**src/rtl/game_input_pkg.sv**
```systemverilog
`default_nettype none
// ==================================================================
// game_input_pkg : HID keycodes, held-vector layout, direction enum
// Rev 1.0
// ==================================================================
package game_input_pkg;

  localparam logic [7:0] KC_A        = 8'h04;
  localparam logic [7:0] KC_D        = 8'h07;
  localparam logic [7:0] KC_W        = 8'h1A;
  localparam logic [7:0] KC_LEFT     = 8'h50;
  localparam logic [7:0] KC_RIGHT    = 8'h4F;
  localparam logic [7:0] KC_UP       = 8'h52;
  localparam logic [7:0] KC_P        = 8'h13;
  localparam logic [7:0] KC_ROLLOVER = 8'h01;

  localparam int CD_W = 6;

  // Bit positions in the held/edge vectors; P2 bits exist only in two-player builds
  localparam int H_L1 = 0;
  localparam int H_R1 = 1;
  localparam int H_F1 = 2;
  localparam int H_P  = 3;
  localparam int H_L2 = 4;
  localparam int H_R2 = 5;
  localparam int H_F2 = 6;

  typedef enum logic [1:0] {
    IDLE  = 2'd0,
    LEFT  = 2'd1,
    RIGHT = 2'd2
  } dir_t;

  function automatic logic slot_hit(input logic [3:0][7:0] slots, input logic [7:0] kc);
    slot_hit = (slots[0] == kc) || (slots[1] == kc) || (slots[2] == kc) || (slots[3] == kc);
  endfunction

endpackage
`default_nettype wire

```
**src/rtl/player_ctrl.sv**
```systemverilog
`default_nettype none
// ==================================================================
// player_ctrl : direction FSM and cooldown-gated fire for one player
// Rev 1.0
// ==================================================================
module player_ctrl
  import game_input_pkg::*;
#(
  parameter int unsigned FIRE_COOLDOWN_FRAMES = 20
) (
  input  logic clk_i,
  input  logic rst_ni,
  input  logic held_l_i,
  input  logic held_r_i,
  input  logic held_f_i,
  input  logic edge_l_i,
  input  logic edge_r_i,
  input  logic edge_f_i,
  input  logic frame_tick_i,
  input  logic paused_i,
  output logic left_o,
  output logic right_o,
  output logic fire_o
);

  localparam logic [CD_W-1:0] CD_LOAD = CD_W'(FIRE_COOLDOWN_FRAMES);

  dir_t            state_q, state_d;
  logic [CD_W-1:0] cnt_q, cnt_d;
  logic            fire_q, fire_d;

  always_ff @(posedge clk_i) begin
    if (!rst_ni) begin
      state_q <= IDLE;
      cnt_q   <= '0;
      fire_q  <= 1'b0;
    end else begin
      state_q <= state_d;
      cnt_q   <= cnt_d;
      fire_q  <= fire_d;
    end
  end

  always_comb begin
    state_d = state_q;
    cnt_d   = cnt_q;
    fire_d  = 1'b0;
    // paused_i is the upcoming pause state, so outputs clear in the toggle cycle
    if (paused_i) begin
      state_d = IDLE;
    end else begin
      case (state_q)
        IDLE: begin
          if (held_l_i && !held_r_i)      state_d = LEFT;
          else if (held_r_i && !held_l_i) state_d = RIGHT;
        end
        LEFT: begin
          if (edge_r_i || (!held_l_i && held_r_i)) state_d = RIGHT;
          else if (!held_l_i && !held_r_i)         state_d = IDLE;
        end
        RIGHT: begin
          if (edge_l_i || (!held_r_i && held_l_i)) state_d = LEFT;
          else if (!held_l_i && !held_r_i)         state_d = IDLE;
        end
        default: state_d = IDLE;
      endcase

      if (edge_f_i && (cnt_q == '0)) begin
        fire_d = 1'b1;
        cnt_d  = CD_LOAD;
      end else if (frame_tick_i && (cnt_q != '0)) begin
        cnt_d = cnt_q - 1'b1;
      end
    end
  end

  assign left_o  = (state_q == LEFT);
  assign right_o = (state_q == RIGHT);
  assign fire_o  = fire_q;

endmodule
`default_nettype wire

```
**src/rtl/keycode_decoder.sv**
```systemverilog
`default_nettype none
// ==================================================================
// keycode_decoder : HID slots -> per-player controls and pause toggle
// Optional feature macro: TWO_PLAYER_EN (undefined: arrows alias P1)
// Rev 1.0
// ==================================================================
module keycode_decoder
  import game_input_pkg::*;
#(
  parameter int unsigned FIRE_COOLDOWN_FRAMES = 20
) (
  input  logic       clk_clk,
  input  logic       reset_reset_n,
  input  logic [7:0] keycode_export,
  input  logic [7:0] keycode2_export,
  input  logic [7:0] keycode3_export,
  input  logic [7:0] keycode4_export,
  input  logic       frame_tick,
  output logic       p1_left,
  output logic       p1_right,
  output logic       p1_fire,
  output logic       p2_left,
  output logic       p2_right,
  output logic       p2_fire,
  output logic       paused
);

`ifdef TWO_PLAYER_EN
  localparam int HW = 7;
`else
  localparam int HW = 4;
`endif

  logic [3:0][7:0] slot_q;
  logic [HW-1:0]   held_q, held_d, prev_q, edge_w;
  logic            paused_q, paused_d;

  always_comb begin
    held_d = held_q;
    // ErrorRollOver in every slot means the report is unreliable; keep last state
    if (slot_q != {4{KC_ROLLOVER}}) begin
      held_d[H_P] = slot_hit(slot_q, KC_P);
`ifdef TWO_PLAYER_EN
      held_d[H_L1] = slot_hit(slot_q, KC_A);
      held_d[H_R1] = slot_hit(slot_q, KC_D);
      held_d[H_F1] = slot_hit(slot_q, KC_W);
      held_d[H_L2] = slot_hit(slot_q, KC_LEFT);
      held_d[H_R2] = slot_hit(slot_q, KC_RIGHT);
      held_d[H_F2] = slot_hit(slot_q, KC_UP);
`else
      held_d[H_L1] = slot_hit(slot_q, KC_A) || slot_hit(slot_q, KC_LEFT);
      held_d[H_R1] = slot_hit(slot_q, KC_D) || slot_hit(slot_q, KC_RIGHT);
      held_d[H_F1] = slot_hit(slot_q, KC_W) || slot_hit(slot_q, KC_UP);
`endif
    end
  end

  always_ff @(posedge clk_clk) begin
    if (!reset_reset_n) begin
      slot_q   <= '0;
      held_q   <= '0;
      prev_q   <= '0;
      paused_q <= 1'b0;
    end else begin
      slot_q   <= {keycode4_export, keycode3_export, keycode2_export, keycode_export};
      held_q   <= held_d;
      prev_q   <= held_q;
      paused_q <= paused_d;
    end
  end

  assign edge_w   = held_q & ~prev_q;
  assign paused_d = paused_q ^ edge_w[H_P];
  assign paused   = paused_q;

  player_ctrl #(
    .FIRE_COOLDOWN_FRAMES(FIRE_COOLDOWN_FRAMES)
  ) u_p1 (
    .clk_i       (clk_clk),
    .rst_ni      (reset_reset_n),
    .held_l_i    (held_q[H_L1]),
    .held_r_i    (held_q[H_R1]),
    .held_f_i    (held_q[H_F1]),
    .edge_l_i    (edge_w[H_L1]),
    .edge_r_i    (edge_w[H_R1]),
    .edge_f_i    (edge_w[H_F1]),
    .frame_tick_i(frame_tick),
    .paused_i    (paused_d),
    .left_o      (p1_left),
    .right_o     (p1_right),
    .fire_o      (p1_fire)
  );

`ifdef TWO_PLAYER_EN
  player_ctrl #(
    .FIRE_COOLDOWN_FRAMES(FIRE_COOLDOWN_FRAMES)
  ) u_p2 (
    .clk_i       (clk_clk),
    .rst_ni      (reset_reset_n),
    .held_l_i    (held_q[H_L2]),
    .held_r_i    (held_q[H_R2]),
    .held_f_i    (held_q[H_F2]),
    .edge_l_i    (edge_w[H_L2]),
    .edge_r_i    (edge_w[H_R2]),
    .edge_f_i    (edge_w[H_F2]),
    .frame_tick_i(frame_tick),
    .paused_i    (paused_d),
    .left_o      (p2_left),
    .right_o     (p2_right),
    .fire_o      (p2_fire)
  );
`else
  assign p2_left  = 1'b0;
  assign p2_right = 1'b0;
  assign p2_fire  = 1'b0;
`endif

endmodule
`default_nettype wire

```
**config.mk**
```make
export PLATFORM = sky130hd
export DESIGN_NAME = keycode_decoder
export DESIGN_NICKNAME = d
export VERILOG_FILES = /design/src/rtl/game_input_pkg.sv /design/src/rtl/player_ctrl.sv /design/src/rtl/keycode_decoder.sv
export SDC_FILE = /design/constraint.sdc
export NUM_CORES = 1
export LEC_CHECK = 0
export ABC_AREA = 1
export CORE_UTILIZATION = 47
export DETAILED_ROUTE_END_ITERATION = 10
export PLACE_DENSITY = 0.71
export SYNTH_ARGS = -nofsm -noshare
export SYNTH_HDL_FRONTEND = slang
export SYNTH_SLANG_ARGS = --single-unit
```
**constraint.sdc**
```tcl
create_clock -name clk_clk -period 2.3 [get_ports clk_clk]
set_clock_uncertainty 0.1 [all_clocks]
set_input_delay 0.46 -clock clk_clk [delete_from_list [all_inputs] [get_ports clk_clk]]
set_output_delay 0.46 -clock clk_clk [all_outputs]
set_load 0.01 [all_outputs]
```
**Word level (Yosys, flattened, before mapping)**

Index checks and enable logic that the tools add are counted.

- Add/sub/neg operators: 1
- Eq/ne operators: 32
- Muxes and demuxes: 9
- Bitwise operators: 5
- Reductions and logical operators: 39

Operator list:

| kind | number |
|---|---|
| $eq A8 B7 Y1 const B | 12 |
| $eq A8 B3 Y1 const B | 8 |
| $eq A8 B5 Y1 const B | 8 |
| $ne A32 B25 Y1 const B | 1 |
| $logic_or A1 B1 Y1 | 26 |
| $mux W6 | 2 |
| $mux W2 | 5 |
| $logic_not A6 Y1 | 1 |
| $pmux W2 S3 | 1 |
| $reduce_bool A6 Y1 | 1 |
| $sub A6 B1 Y6 const B | 1 |
| $logic_and A1 B1 Y1 | 5 |
| $and A4 B4 Y4 | 1 |
| $not A4 Y4 | 1 |
| $ne A3 B1 Y1 const B | 1 |
| $eq A2 B1 Y1 const B | 1 |
| $eq A2 B2 Y1 const B | 1 |
| $logic_not A1 Y1 | 2 |
| $logic_not A2 Y1 | 1 |
| $not A1 Y1 | 2 |
| $reduce_and A2 Y1 | 1 |
| $reduce_bool A2 Y1 | 1 |
| $reduce_or A2 Y1 | 1 |
| $mux W1 | 1 |
| $xor A1 B1 Y1 | 1 |

- Register bits: 50
- Bits of input ports: 35
- Output and inout port bits: 7
- Word-level logic and storage cells: 96

**Logic depth before layout (Yosys ltp)**

- Depth in word-level cells: 5
- Mapped depth: 11
- Gate-level depth less buffers: 11

**Modules after synthesis**

From an unflattened synthesis, not the netlist that was laid out.

- Cells, all modules: 427
- Area total of the unflattened synthesis: 2707.6 µm²

By module, submodules not included:

| module | times used | cells an instance | area each (µm²) | sequential area each (µm²) |
|---|---|---|---|---|
| keycode_decoder | 1 | 344 | 2105.8 | 820.8 |
| player_ctrl | 1 | 83 | 601.8 | 180.2 |

**Worst setup path before layout**

OpenSTA, ideal clock, no wires.

- Path kind: register to register
- From: register u_p1.cnt_q[0]
- To: register u_p1.cnt_q[5]
- Setup time: 0.113 ns
- Arrival: 1.139 ns
- Required time: 2.087 ns
- Slack: 0.949 ns
- Stages on the path, launching flop included: 10
- Buffers on the path: 0
- Period minus slack after synthesis: 1.351 ns
- Path through: dfxtp_1 -> inv_1 -> ha_1 -> inv_1 -> nor2_4 -> nand4_2 -> nand2_4 -> nand2_4 -> nor2_1 -> nor2_1

- Word-level cells in the longest chain between the ends: 4
- Elaborated cells on any way between the ends: 9
- Those cells by class: add/sub: 1; mux: 2; reduce/logical: 6

Ends and longest elaborated chain:

| element | line | text |
|---|---|---|
| start: declaration | player_ctrl.sv:29 | `logic [CD_W-1:0] cnt_q, cnt_d;` |
| start signal: assignment | player_ctrl.sv:39 | `cnt_q <= cnt_d;` |
| parallel branches: the longest is 4 deep, another holds $sub A6 B1 Y6 | n/a |  |

Parallel ways; which one is timed is not known. The select of a mux whose other input is x is not followed.
A chain may end at the register's enable or synchronous reset.

**Final worst setup path**

- From: register u_p1.state_q[0]
- To: output p1_right

- Word-level cells in the longest chain between the ends: 1

Ends and longest elaborated chain:

| element | line | text |
|---|---|---|
| start: declaration | player_ctrl.sv:28 | `dir_t state_q, state_d;` |
| start signal: assignment | player_ctrl.sv:38 | `state_q <= state_d;` |
| $eq A2 B2 Y1 | player_ctrl.sv:78 | `assign right_o = (state_q == RIGHT);` |
| end: declaration | keycode_decoder.sv:20 | `output logic p1_right,` |

Every way passes these cells.

==> out/summary.md <==
The flow ran to the end, and the final reports show no timing, DRC or antenna violations. The tools report the via count of the first global-routing pass as 2,182. Max-cap violation count: 0. The largest total area in the synthesized netlist belongs to sky130_fd_sc_hd__dfxtp_1. The critical path starts at u_p1.state_q[0].

The critical register-to-register path startpoint is u_p1.cnt_q[0]. For the length of the first detailed-routing pass in iterations, the log shows 4. The critical path is of the flip-flop to output port type. The logs give 0 for the remaining antenna violation count and 0.00119 sq mm for the area occupied by multi-input gates.

42 I/O pins were placed. The tools report the count of H-tree levels built during CTS as 2. The tools report the cell at the root of the clock tree as sky130_fd_sc_hd__clkbuf_8. The simple-gate portion of the synthesized area is 0.389, and the area taken by flip-flops and latches is 0.00100 sq mm. The final global-route overflow total was 0; the longest individual stage delay on the worst path was 0.52 ns. In this run the power density over the cells is 695 mW/mm^2.

The layout cell share with drive strength beyond 1 is 0.0821. Cell with the most instances on the worst path: sky130_fd_sc_hd__inv_1. For the worst-skew pair, the clock arrives at the later sink with an insertion delay of 0.30 ns. The number of vias per cell is 4.38.

The Yosys step of the flow raised 0 warnings. The required time reported for the critical path endpoint was 1.74 ns; the area growth from synthesis to layout was 20.0%. The worst path in the final design needs a cycle of 1.94 ns, including I/O delays and setup. The tools report the routing usage on met1 as 0.218. The mapped netlist covers 0.00265 sq mm. The portion of netlist area occupied by mux cells is 0. The starting density of the core is 0.502.

For flop-to-flop paths, the worst setup slack is 0.82 ns. The die outline width was 77.1 microns; the leakage power summed over all cells was 1.75 nW. By area the synthesized netlist is led by sky130_fd_sc_hd__dfxtp_1, sky130_fd_sc_hd__nand2_1, sky130_fd_sc_hd__inv_1.

For the sum of net half-perimeters after detailed placement, the log shows 3870 microns. In this run, CTS created clock tree buffers numbering 5. Prior to clock tree synthesis, the placed netlist has a worst setup slack of 0.544 ns. The number of slew-limit violations in the final report is 0. Portion of synthesized cell area occupied by the leading cell type: 0.378.

STA classifies the critical path endpoint as an output port. Once the clock tree was built, the setup fixing pass inserted 0 buffers. Entering global routing, the biggest net connects 26 pins. Wire length after detailed routing: 4750 microns. The number of cells on the worst reg-to-reg path is 9.

In this run the worst path has a maximum fanout of 4. The critical path goes through inv_1, nand2_1, inv_1, clkdlybuf4s50_1. For the overall routing resource usage, the log shows 0.184.

Gate family responsible for the most delay along the worst path: buffers and inverters. Synthesis inferred 50 register bits. The tools report the number of DRC violations after detailed routing as 0. The initialized floorplan defines 26 standard-cell rows. Final-report hold violation count: 0. Detailed routing inserted a total of 2,335 vias. The complex-gate fraction of the synthesized area was 0.0378; the final period utilization was 0.845. The adder-cell share of the synthesized area works out to 0.0189. Data on the critical path arrives at its endpoint at 1.38 ns.

The first-iteration detailed-routing DRC count is 96. The terminus of the critical flop-to-flop path is u_p1.cnt_q[5]. The tools report the post-synthesis sequential area ratio as 0.378.

Across all setup checks in the final design, the least slack found is 0.356 ns. The synthesized-area fraction occupied by xor and xnor cells was 0. Following the worst setup path forward leads to its endpoint at p1_right. The final count of negative-setup-slack endpoints is 0. For the number of diodes added for antenna fixing, the log shows 0. For the met3 layer usage reported by global route, the log shows 0.0357. met2 is the most crowded layer. For this design, the slowest cell found on the critical path is sky130_fd_sc_hd__clkdlybuf4s50_1.

The library cell used most frequently in the layout, excluding fill and tap cells, is sky130_fd_sc_hd__nand2_1. In the final timing run, aggregate negative setup slack is 0 ns. The logs give 0.329 for the met2 capacity usage during global routing and 8880 microns for the global-route wire length before repair. The critical path runs through a total of 4 cells. The tools report the synthesized instance count as 421. Combinational family with the most area after synthesis: simple AND/OR/NAND/NOR gates.

TritonCTS built the clock tree. Die footprint: 0.00594 sq mm. Based on the critical path, the design can be clocked at up to 0.514 GHz. The class of the most critical hold timing path was flip-flop to flip-flop. The number of hold buffers added after CTS was 0. Buffers placed on the I/O ports in this run total 38. Averaged over all synthesized cells, the footprint is 6.29 sq um. The number of gates resized after CTS was 0. In the layout the commonest cells are sky130_fd_sc_hd__nand2_1, sky130_fd_sc_hd__inv_1, sky130_fd_sc_hd__nor2_1, sky130_fd_sc_hd__dfxtp_1, sky130_fd_sc_hd__clkdlybuf4s50_1. Register clock-pin slew on the reported worst setup and hold paths: 0.08 ns. For this design, the sink count on the clock tree is 50. The core region is 0.00527 sq mm. After detailed routing, the average wire length per cell comes to 8.90 microns.

Setup repair after global routing left no endpoint under its margin. Counting both buffers and inverters, the worst setup path holds a total of 3. The worst-case clock buffer depth was 2. The worst setup path is launched from a flip-flop. The net count of the finished layout is 501.

Routability-driven placement finished with a final weighted congestion of 0.898. The number of distinct library cell variants in the gate-level netlist after synthesis is 30, and the initial antenna violation count is 0. The layout has 556 filler cells. The overall die height is 77.1 microns. Across the VDD grid, the largest voltage drop is 0.000369 V.
==> metal layers <==
layer | vias up | share of wire
li1 | 1298 | -
met1 | 989 | 0.47
met2 | 40 | 0.48
met3 | 8 | 0.032
met4 | 0 | 0.014
met5 | - | 0
==> metrics by stage <==
stage	hold slack [ns]	util	instance area (sq um)	total power (W)	cells
6_report	0.358	0.603	3180	0.00221	533
5_1_grt	0.391	0.603	3180	0.00240	533
4_1_cts	0.365	0.603	3180	0.00223	533
3_5_place_dp	0.351	0.585	3090	0.00172	525
3_3_place_gp	0.343	0.585	3090	0.00171	525
2_1_floorplan	0.320	-	2660	0.00157	423
==> cell usage after synthesis <==
library cell and count:
sky130_fd_sc_hd__o22ai_1 2, sky130_fd_sc_hd__a21oi_1 5, sky130_fd_sc_hd__conb_1 1, sky130_fd_sc_hd__bufinv_8 1
sky130_fd_sc_hd__nand3_1 21, sky130_fd_sc_hd__nor2_1 56, sky130_fd_sc_hd__buf_2 1, sky130_fd_sc_hd__nor2_4 3
sky130_fd_sc_hd__clkbuf_8 1, sky130_fd_sc_hd__nand2_2 3, sky130_fd_sc_hd__nand4_2 1, sky130_fd_sc_hd__o21bai_1 2
sky130_fd_sc_hd__nor2_2 10, sky130_fd_sc_hd__clkinv_8 1, sky130_fd_sc_hd__buf_4 3, sky130_fd_sc_hd__o21ai_1 2
sky130_fd_sc_hd__nand2_1 132, sky130_fd_sc_hd__inv_1 94, sky130_fd_sc_hd__nand4_1 6, sky130_fd_sc_hd__o2111ai_1 1
sky130_fd_sc_hd__ha_1 4, sky130_fd_sc_hd__o21ai_0 4, sky130_fd_sc_hd__a21oi_2 1, sky130_fd_sc_hd__nor3_1 3
sky130_fd_sc_hd__clkbuf_1 3, sky130_fd_sc_hd__dfxtp_1 50, sky130_fd_sc_hd__nand3b_1 1, sky130_fd_sc_hd__nand2_4 2
sky130_fd_sc_hd__inv_2 6, sky130_fd_sc_hd__nand3_2 1
==> sequential cells by signal, indices dropped and copies added, names as in the netlist <==
register / cells
u_p1.state_q: 2
held_q: 4
u_p1.cnt_q: 6
paused: 1
prev_q: 4
u_p1.fire_o: 1
slot_q: 32
==> worst min-delay path by stage <==
stage / to / depth (start not counted) / start
after global placement: prev_q[2] / 2 / held_q[2]
after global routing: u_p1.cnt_q[1] / 2 / u_p1.cnt_q[1]
final: prev_q[2] / 2 / held_q[2]
after detailed placement: prev_q[2] / 2 / held_q[2]
after CTS: prev_q[2] / 2 / held_q[2]
after floorplan: prev_q[3] / 2 / held_q[3]
==> cells by family (layout without fill, tap and decap cells) <==
| logic type | after synthesis | count (layout) |
|---|---|---|
| flip-flops | 50 | 50 |
| buffers and inverters | 110 | 150 |
| other | 1 | 3 |
| AO/OA/AOI/OAI | 17 | 17 |
| AND/OR/NAND/NOR | 239 | 239 |
| adder cells (fa/ha/maj) | 4 | 4 |
==> power by group <==
| part | internal [W] | switching, W | total, W |
|---|---|---|---|
| sequential | 0.000947 | 0.0000727 | 0.00102 |
| combinational | 0.000300 | 0.000382 | 0.000682 |
| clock | 0.000243 | 0.000264 | 0.000506 |
| total | 0.00149 | 0.000719 | 0.00221 |
==> area by class of cell <==
type | count | area share
Clock inverter | 1 | 0.00158
Multi-Input combinational cell | 263 | 0.375
Clock buffer | 7 | 0.0272
Sequential cell | 50 | 0.315
Inverter | 102 | 0.129
Tap cell | 70 | 0.0276
Timing Repair Buffer | 40 | 0.124
==> worst reg2reg max path, cell delays in order, from the launching register on <==
cell	delay [ns]
sky130_fd_sc_hd__dfxtp_1	0.32
sky130_fd_sc_hd__inv_1	0.09
sky130_fd_sc_hd__ha_1	0.17
sky130_fd_sc_hd__inv_1	0.07
sky130_fd_sc_hd__nor2_4	0.11
sky130_fd_sc_hd__nand4_2	0.16
sky130_fd_sc_hd__nand2_4	0.13
sky130_fd_sc_hd__nand2_4	0.07
sky130_fd_sc_hd__nor2_1	0.11
sky130_fd_sc_hd__nor2_1	0.05
Power figures use the tool's default switching activity.
